<file path="src/rtl/rr_dequeue_ctrl.sv">
// +----------------------------------------------------------------------------+
// | rr_dequeue_ctrl: pops the arbiter-granted queue into a valid/ready output  |
// | register. Optional RR_DEQUEUE_STATS_EN adds per-queue pop counters. Rev 1.0 |
// +----------------------------------------------------------------------------+
`default_nettype none

module rr_dequeue_ctrl #(
  parameter int QUEUE_QUANTITY = 4,
  parameter int DATA_BITS      = 8,
  parameter int BUF_WIDTH      = 3
) (
  input  logic                                clk,
  input  logic                                rst,
  input  logic                                enb,
  input  logic [$clog2(QUEUE_QUANTITY)-1:0]   selector,
  input  logic                                selector_enb,
  input  logic [QUEUE_QUANTITY-1:0]           buf_empty,
  input  logic [QUEUE_QUANTITY*DATA_BITS-1:0] buf_data,
  output logic [QUEUE_QUANTITY-1:0]           pop,
  output logic [DATA_BITS-1:0]                data_out,
  output logic                                data_valid,
  input  logic                                data_ready,
  output logic [$clog2(QUEUE_QUANTITY)-1:0]   queue_id,
  output logic                                err_sel
`ifdef RR_DEQUEUE_STATS_EN
  ,
  output logic [QUEUE_QUANTITY*(BUF_WIDTH+8)-1:0] pop_count
`endif
);

  localparam int SEL_W = $clog2(QUEUE_QUANTITY);

  localparam logic [0:0] ST_EMPTY = 1'b0;
  localparam logic [0:0] ST_FULL  = 1'b1;

  logic [0:0]           state_q, state_d;
  logic [DATA_BITS-1:0] data_q;
  logic [SEL_W-1:0]     qid_q;
  logic                 err_q, err_d;

  logic                 sel_empty;
  logic [DATA_BITS-1:0] sel_data;
  logic                 sel_oor;
  logic                 acc;

  // Out-of-range selectors fall through with sel_empty=1 so they never pop.
  always_comb begin
    sel_empty = 1'b1;
    sel_data  = '0;
    for (int i = 0; i < QUEUE_QUANTITY; i++) begin
      if (selector == SEL_W'(i)) begin
        sel_empty = buf_empty[i];
        sel_data  = buf_data[i*DATA_BITS +: DATA_BITS];
      end
    end
  end

  generate
    if ((1 << SEL_W) > QUEUE_QUANTITY) begin : g_sel_range
      assign sel_oor = (32'(selector) >= 32'(QUEUE_QUANTITY));
    end else begin : g_sel_pow2
      assign sel_oor = 1'b0;
    end
  endgenerate

  assign acc = rst & enb & selector_enb & ~sel_oor & ~sel_empty
             & ((state_q == ST_EMPTY) | data_ready);

  always_comb begin
    pop = '0;
    for (int i = 0; i < QUEUE_QUANTITY; i++) begin
      pop[i] = acc & (selector == SEL_W'(i));
    end
  end

  // FSM: state register
  always_ff @(posedge clk or negedge rst) begin
    if (!rst) begin
      state_q <= ST_EMPTY;
    end else begin
      state_q <= state_d;
    end
  end

  // FSM: next state
  always_comb begin
    state_d = state_q;
    if (enb) begin
      case (state_q)
        ST_EMPTY: if (acc) state_d = ST_FULL;
        ST_FULL: begin
          if (acc)             state_d = ST_FULL;
          else if (data_ready) state_d = ST_EMPTY;
        end
        default:               state_d = ST_EMPTY;
      endcase
    end
  end

  // FSM: outputs
  always_comb begin
    data_valid = (state_q == ST_FULL);
  end

  assign err_d = enb & selector_enb & (sel_oor | sel_empty);

  always_ff @(posedge clk or negedge rst) begin
    if (!rst) begin
      data_q <= '0;
      qid_q  <= '0;
      err_q  <= 1'b0;
    end else begin
      err_q <= err_d;
      if (acc) begin
        data_q <= sel_data;
        qid_q  <= selector;
      end
    end
  end

  assign data_out = data_q;
  assign queue_id = qid_q;
  assign err_sel  = err_q;

`ifdef RR_DEQUEUE_STATS_EN
  localparam int CNT_W = BUF_WIDTH + 8;

  generate
    for (genvar g = 0; g < QUEUE_QUANTITY; g++) begin : g_stats
      logic [CNT_W-1:0] cnt_q;

      always_ff @(posedge clk or negedge rst) begin
        if (!rst) begin
          cnt_q <= '0;
        end else if (pop[g] && (cnt_q != {CNT_W{1'b1}})) begin
          cnt_q <= cnt_q + 1'b1;
        end
      end

      assign pop_count[g*CNT_W +: CNT_W] = cnt_q;
    end
  endgenerate
`endif

endmodule

`default_nettype wire
</file>
<file path="config.mk">
export PLATFORM = sky130hd
export DESIGN_NAME = rr_dequeue_ctrl
export DESIGN_NICKNAME = d
export VERILOG_FILES = /design/src/rtl/rr_dequeue_ctrl.sv
export SDC_FILE = /design/constraint.sdc
export NUM_CORES = 1
export LEC_CHECK = 0
export BUFFER_PORTS_ARGS = -buffer_cell sky130_fd_sc_hd__buf_2
export CAP_MARGIN = 20
export CORE_UTILIZATION = 38
export DETAILED_ROUTE_END_ITERATION = 16
export PLACE_DENSITY = 0.77
export SLEW_MARGIN = 30
export SYNTH_ARGS = -nofsm -noshare
export SYNTH_HDL_FRONTEND = slang
export SYNTH_SLANG_ARGS = --single-unit
</file>
<file path="constraint.sdc">
create_clock -name clk -period 1.9 [get_ports clk]
set_input_delay 0.095 -clock clk [delete_from_list [all_inputs] [get_ports clk]]
set_output_delay 0.095 -clock clk [all_outputs]
set_load 0.05 [all_outputs]
</file>
* After elaboration in Yosys (flattened, before gate mapping)
Index checks and enable logic that the tools add are counted.
Storage, ports and cells: register bits 12, word-level logic and storage cells 33
Operators by class: eq/ne operators 3, mux-type cells 12, bitwise operators 13, reductions and logical operators 1
Operator list (number):
- 2-to-1 mux 8 bit | 4
- AND 1 bit | 10
- 2-to-1 mux 1 bit | 7
- == test 2 bit, second input constant | 2
- == test 2 x 1 -> 1 bit, second input constant | 1
- zero test 2 bit | 1
- NOT 1 bit | 2
- one-hot mux 1 bit (2 select lines) | 1
- bitwise OR 1 bit | 1

* Depth between registers and ports, before layout
Gate-level depths: netlist of the first run.
depth in word-level cells 10, depth in mapped cells 5

* Worst setup path after synthesis of the first run
Ideal clock, no wire load.
kind register to output, start point register state_q, in the netlist data_valid, end point output pop[0], arrival time 1.900 ns, required time 1.805 ns, path slack -0.095 ns, stages on the path, launching flop included 5, buffers on the path 1, cell sequence dfrtp_1 > nor2b_1 > nor3_4 > buf_6 > nor3b_2
Between the ends: longest elaborated chain between the ends 4
Ends and longest elaborated chain:
- start: declaration | line 36 | logic [0:0] state_q, state_d;
- start signal: assignment | line 81 | state_q <= state_d;
- NOT 1 bit
- bitwise OR 1 bit | line 67 | & ((state_q == ST_EMPTY) | data_ready);
- AND 1 bit | line 67
- AND 1 bit | line 72 | pop[i] = acc & (selector == SEL_W'(i));
- end: declaration | line 19 | output logic [QUEUE_QUANTITY-1:0] pop,
Every way passes these cells.

* Worst setup path in the final report of the first run
Ends and elaborated chain as after synthesis.

==> results.sh, run 1 <==
export IMPL_status="complete, no violations"
export IMPL_dieArea_um2=2188
export IMPL_dr_pass1_iters=3
export IMPL_syn_area_um2=762.0
export IMPL_h_tree_depth=1
export IMPL_timing_hold_violations_final=0
export IMPL_path_cells="nor2b_1, nor3_4, buf_12, nor3b_4, buf_2"
export IMPL_skew_ns=0.001212
export IMPL_area_growth_synth_to_final_pct=50.74
export IMPL_grt_pass1_wl_um=2918
export IMPL_min_period_over_period_pct=92.74
export IMPL_ioPinCount=59
export IMPL_antenna_found_initial=0
export IMPL_timing_max_cap_violations=0
export IMPL_worstMarginPinSlew_ns=0.2508
export IMPL_final_common_cell="buf_2"
export IMPL_maxSlewHeadroom_pct=83.40
export IMPL_crit_fanout=14
export IMPL_ys_seq_elements=12
export IMPL_wl_per_cell_um=13.70
export IMPL_drive_gt1_share_pct=77.78
export IMPL_cts_buffer_depth=2
export IMPL_ant_nets=0
export IMPL_worstSetupPathType="reg -> out"
export IMPL_critical_path_arrival_ns=1.67
export IMPL_hold_slack_ns=0.07780
export IMPL_fmax_mhz=567.5
export IMPL_cts_buffers=3
export IMPL_synth_cell_types=16
export IMPL_pre_cts_ws_ns=0.1818
export IMPL_clkSinkCount=12
export IMPL_drt_initial_drc_count=8
export IMPL_rows=15
export IMPL_crit_family="simple AND/OR/NAND/NOR gates"
export IMPL_dpl_cell_area_um2=1102
export IMPL_die_w_um=46.78
export IMPL_final_cell_mix="58 x buf_2, 12 x dfrtp_1, 6 x mux4_2, 6 x mux2_4, 4 x mux2_2"
export IMPL_stdcell_area_um2=1149
export IMPL_totalWireLength_um=1822
export IMPL_routed_via_density=5.120
export IMPL_p_leak_nw=0.6025
export IMPL_ir_drop_mv=0.5409
export IMPL_cp_buffers_inverters=2
export IMPL_grt_pass1_vias=692
export IMPL_clk_pin_slew_ns=0.07
export IMPL_clock_tree_root_cell="clkbuf_4"
export IMPL_cp_slowest_stage_delay_ns=0.40
export IMPL_hold_path_class="in -> reg"
export IMPL_yosys_warnings=0
export IMPL_endpoint_kind="output pin"
export IMPL_ys_seq_area_share_pct=39.41
export IMPL_cp_start_kind="flop"
export IMPL_avgSynthCellArea_um2=16.93
export IMPL_cts_tree="built"
export IMPL_rsz0062_at_grt="no"
export IMPL_portBuffers=58
export IMPL_setup_viol=0
export IMPL_num_vias=681
export IMPL_required_ns=1.80
export IMPL_synthCells=45
export IMPL_grt_max_degree=15
export IMPL_place_congestion=0.6595
export IMPL_nFillCells=154
export IMPL_fin_crit_ns=1.762
export IMPL_ff_latch_area_um2=300.3
export IMPL_initial_utilization_pct=42.29
export IMPL_tns_ns=0
export IMPL_grt_ovfl_total=0
export IMPL_p_per_area_nw_per_um2=973.6
export IMPL_power_mw=1.118
export IMPL_insertion_delay_ns=0.27
export IMPL_multi_input_area_um2=437.9
export IMPL_die_h_um=46.78
export IMPL_diodes=0
export IMPL_drv_slew=0
export IMPL_core_area_um2=1802
export IMPL_gr_usage_all_layers_pct=20.89
export IMPL_setup_ws_ns=0.1379
export IMPL_nets=152
export IMPL_synth_nets=88
export IMPL_cpMaxStageDelayCell="dfrtp_1"
export IMPL_drc_errors=0
## worst reg2reg max path: cells and delay by family, from the launching register on
family,cells,cell delay (ns)
AND/OR/NAND/NOR,2,0.37
flip-flops,1,0.40
multiplexers,1,0.34
buffers and inverters,1,0.18
## Yosys cell counts, drive strengths merged
cell / instances / area, um^2
nand3: 1 / 5.000
nor3: 1 / 16.27
and3: 2 / 12.51
buf: 3 / 26.27
nor2b: 1 / 6.260
mux4: 9 / 214.0
nand2: 1 / 3.750
nor3b: 1 / 12.51
mux2: 10 / 135.1
clkbuf: 1 / 3.750
dfrtp: 12 / 300.3
and3b: 2 / 17.52
o2bb2ai: 1 / 8.760
## cell type report
| type | count | share of cell area [%] |
|---|---|---|
| multi-input combinational | 29 | 38.13 |
| timing repair buffer | 63 | 29.85 |
| tap | 25 | 2.723 |
| clock buffer | 4 | 3.159 |
| sequential | 12 | 26.14 |
## stage by stage
stage | util [%] | std cells
after floorplan | - | 45
after global placement | 61.18 | 128
after detailed placement | 61.18 | 128
after CTS | 63.75 | 133
after global routing | 63.75 | 133
final | 63.75 | 133
## final timing paths
| path | slack (ns) | endpoint | cells past startpoint | start |
|---|---|---|---|---|
| setup / recovery | 0.14 | pop[0] | 5 | data_valid$_DFFE_PN0P_ |
| hold / removal | 0.08 | err_sel$_DFF_PN0_ | 2 | selector_enb |
| setup reg to reg | 0.51 | queue_id[1]$_DFFE_PN0P_ | 4 | data_valid$_DFFE_PN0P_ |
| hold reg to reg | 0.51 | data_out[6]$_DFFE_PN0P_ | 1 | data_out[6]$_DFFE_PN0P_ |
| max in group asynchronous | 1.47 | data_out[1]$_DFFE_PN0P_ | 3 | rst |
| min in group asynchronous | 0.28 | err_sel$_DFF_PN0_ | 3 | rst |
## power breakdown
group | leakage (nW) | internal, mW | total [mW] | switching, mW
Sequential | 0.147 | 0.327 | 0.366 | 0.0387
Clock | 0.0210 | 0.117 | 0.200 | 0.0833
Combinational | 0.435 | 0.196 | 0.552 | 0.356
Total | 0.603 | 0.640 | 1.12 | 0.478
## flip-flops by register name (all words and copies together), names as in the netlist
register,count
queue_id,2
err_sel,1
data_valid,1
data_out,8
## timing repair
action,in CTS,in global routing
endpoints found under the hold margin,12,0
resized for setup,0,0
hold buffers,1,0
buffers inserted,0,0
## logic make-up (layout without fill, tap and decap cells)
family	after synthesis	in the layout	synth area share, %
multiplexers	19	19	45.81
flip-flops	12	12	39.41
AND/OR/NAND/NOR	9	9	9.688
buffers and inverters	4	67	3.940
AO/OA/AOI/OAI	1	1	1.150
## per-layer routing
metal,routed length [um],global-route usage (%)
met4,93,16.00
met2,908,35.00
met3,167,5.000
met5,0,0
met1,652,22.75
Power figures use the tool's default switching activity.
==> run 2: changes to the inputs <==
--- a/config.mk
+++ b/config.mk
@@ -5,11 +5,10 @@
 export SDC_FILE = /design/constraint.sdc
 export NUM_CORES = 1
 export LEC_CHECK = 0
-export BUFFER_PORTS_ARGS = -buffer_cell sky130_fd_sc_hd__buf_2
 export CAP_MARGIN = 20
-export CORE_UTILIZATION = 38
+export CORE_UTILIZATION = 42
 export DETAILED_ROUTE_END_ITERATION = 16
-export PLACE_DENSITY = 0.77
+export DONT_BUFFER_PORTS = 1
 export SLEW_MARGIN = 30
 export SYNTH_ARGS = -nofsm -noshare
 export SYNTH_HDL_FRONTEND = slang
==> results.sh, run 2 (synthesized netlist as in run 1, its figures left out) <==
export IMPL_final_common_cell="dfrtp_1"
export IMPL_drt_initial_drc_count=4
export IMPL_dp_cells=73
export IMPL_dieArea_um2=1989
export IMPL_maxSlewHeadroom_pct=63.15
export IMPL_hpwl_um=1400
export IMPL_cp_start_kind="flop"
export IMPL_worstMarginPinSlew_ns=0.5510
export IMPL_initial_utilization_pct=44.62
export IMPL_p_leak_nw=0.4151
export IMPL_die_w_um=44.60
export IMPL_grt_pass1_wl_um=2677
export IMPL_timing_hold_violations_final=0
export IMPL_rows=15
export IMPL_rsz0062_at_grt="no"
export IMPL_ir_drop_mv=0.4781
export IMPL_routed_via_density=5.831
export IMPL_cts_setup_buffers=0
export IMPL_die_h_um=44.60
export IMPL_clk_pin_slew_ns=0.08
export IMPL_cts_buffers=3
export IMPL_timing_max_cap_violations=0
export IMPL_endpoint_kind="output pin"
export IMPL_core_area_um2=1708
export IMPL_grt_ovfl_total=0
export IMPL_crit_fanout=9
export IMPL_clock_tree_root_cell="clkbuf_4"
export IMPL_gr_usage_all_layers_pct=19.38
export IMPL_grt_pass1_vias=531
export IMPL_cts_resized=0
export IMPL_drv_slew=0
export IMPL_nets=102
export IMPL_pre_cts_ws_ns=0.3665
export IMPL_grt_max_degree=15
export IMPL_area_growth_synth_to_final_pct=28.74
export IMPL_dr_pass1_iters=4
export IMPL_drive_gt1_share_pct=50.00
export IMPL_critical_path_arrival_ns=1.58
export IMPL_totalWireLength_um=1742
export IMPL_p_per_area_nw_per_um2=1039
export IMPL_largest_reg_flops=8
export IMPL_tns_ns=0
export IMPL_fin_cells=83
export IMPL_min_period_over_period_pct=88.38
export IMPL_clkSinkCount=12
export IMPL_cts_buffer_depth=2
export IMPL_setup_ws_ns=0.2207
export IMPL_setup_viol=0
export IMPL_drc_errors=0
export IMPL_required_ns=1.80
export IMPL_hold_path_class="in -> reg"
export IMPL_insertion_delay_ns=0.27
export IMPL_place_congestion=0.6402
export IMPL_worstSetupPathType="reg -> out"
export IMPL_skew_ns=0.0009345
export IMPL_portBuffers=0
export IMPL_fin_crit_ns=1.679
export IMPL_status="complete, no violations"
export IMPL_ant_nets=0
export IMPL_num_vias=484
export IMPL_h_tree_depth=1
export IMPL_fmax_mhz=595.5
export IMPL_final_core_util_pct=57.44
export IMPL_wl_per_cell_um=20.99
export IMPL_cts_tree="built"
export IMPL_diodes=0
export IMPL_antenna_found_initial=0
export IMPL_ioPinCount=59
export IMPL_cts_hold_buf=6
export IMPL_final_cell_mix="12 x dfrtp_1, 6 x mux4_2, 6 x mux2_4, 6 x dlygate4sd3_1, 5 x buf_12"
[run 2: changes by cell type in the layout (fill, tap and decap cells not counted), sizes merged]
cell	change
dlygate4sd3	+5
buf	-55
[run 2: final timing paths]
kind	startpoint	to	slack, ns	depth (start not counted)
hold reg to reg	data_valid$_DFFE_PN0P_	data_valid$_DFFE_PN0P_	0.73	2
hold / removal	rst	data_valid$_DFFE_PN0P_	0.06	2
setup / recovery	data_valid$_DFFE_PN0P_	pop[0]	0.22	5
max in group asynchronous	rst	data_out[1]$_DFFE_PN0P_	1.29	1
min in group asynchronous	rst	data_out[6]$_DFFE_PN0P_	0.24	1
setup reg to reg	data_valid$_DFFE_PN0P_	data_out[3]$_DFFE_PN0P_	0.51	4
[run 2: stage by stage]
| stage | area [um^2] | total power [mW] | hold slack (ns) |
|---|---|---|---|
| 6_report | 980.9 | 1.019 | 0.05675 |
| 5_1_grt | 980.9 | 1.054 | 0.06028 |
| 4_1_cts | 980.9 | 1.031 | 0.05149 |
| 3_5_place_dp | 884.6 | 0.8071 | -0.2003 |
| 3_3_place_gp | 884.6 | 0.7932 | -0.2003 |
| 2_1_floorplan | 768.2 | 0.7726 | -0.2006 |
[run 2: final cells by class]
type | count | area, um^2
fill | 133 | 726.9
multi-input combinational | 29 | 437.9
timing repair buffer | 13 | 175.2
sequential | 12 | 300.3
clock buffer | 4 | 36.28
tap | 25 | 31.28
[run 2: where the power goes]
group / internal (mW) / switching (mW) / leakage, nW / total [mW]
Clock: 0.116 / 0.0899 / 0.0210 / 0.206
Combinational: 0.128 / 0.0567 / 0.247 / 0.185
Sequential: 0.322 / 0.305 / 0.147 / 0.627
Total: 0.567 / 0.451 / 0.415 / 1.02
[run 2: critical path, stage by stage (launching register included)]
cell and delay, ns:
dfrtp_1 0.39, nor2b_1 0.16, nor3_4 0.22, buf_12 0.15
nor3b_4 0.22, buf_12 0.16
[run 2: metal layers]
layer	GRT usage, %	vias up	share of wire [%]
met1	22.31	252	33
met4	5.455	0	0
li1	-	208	-
met2	35.00	24	60
met3	5.306	0	7.3
met5	0	-	0
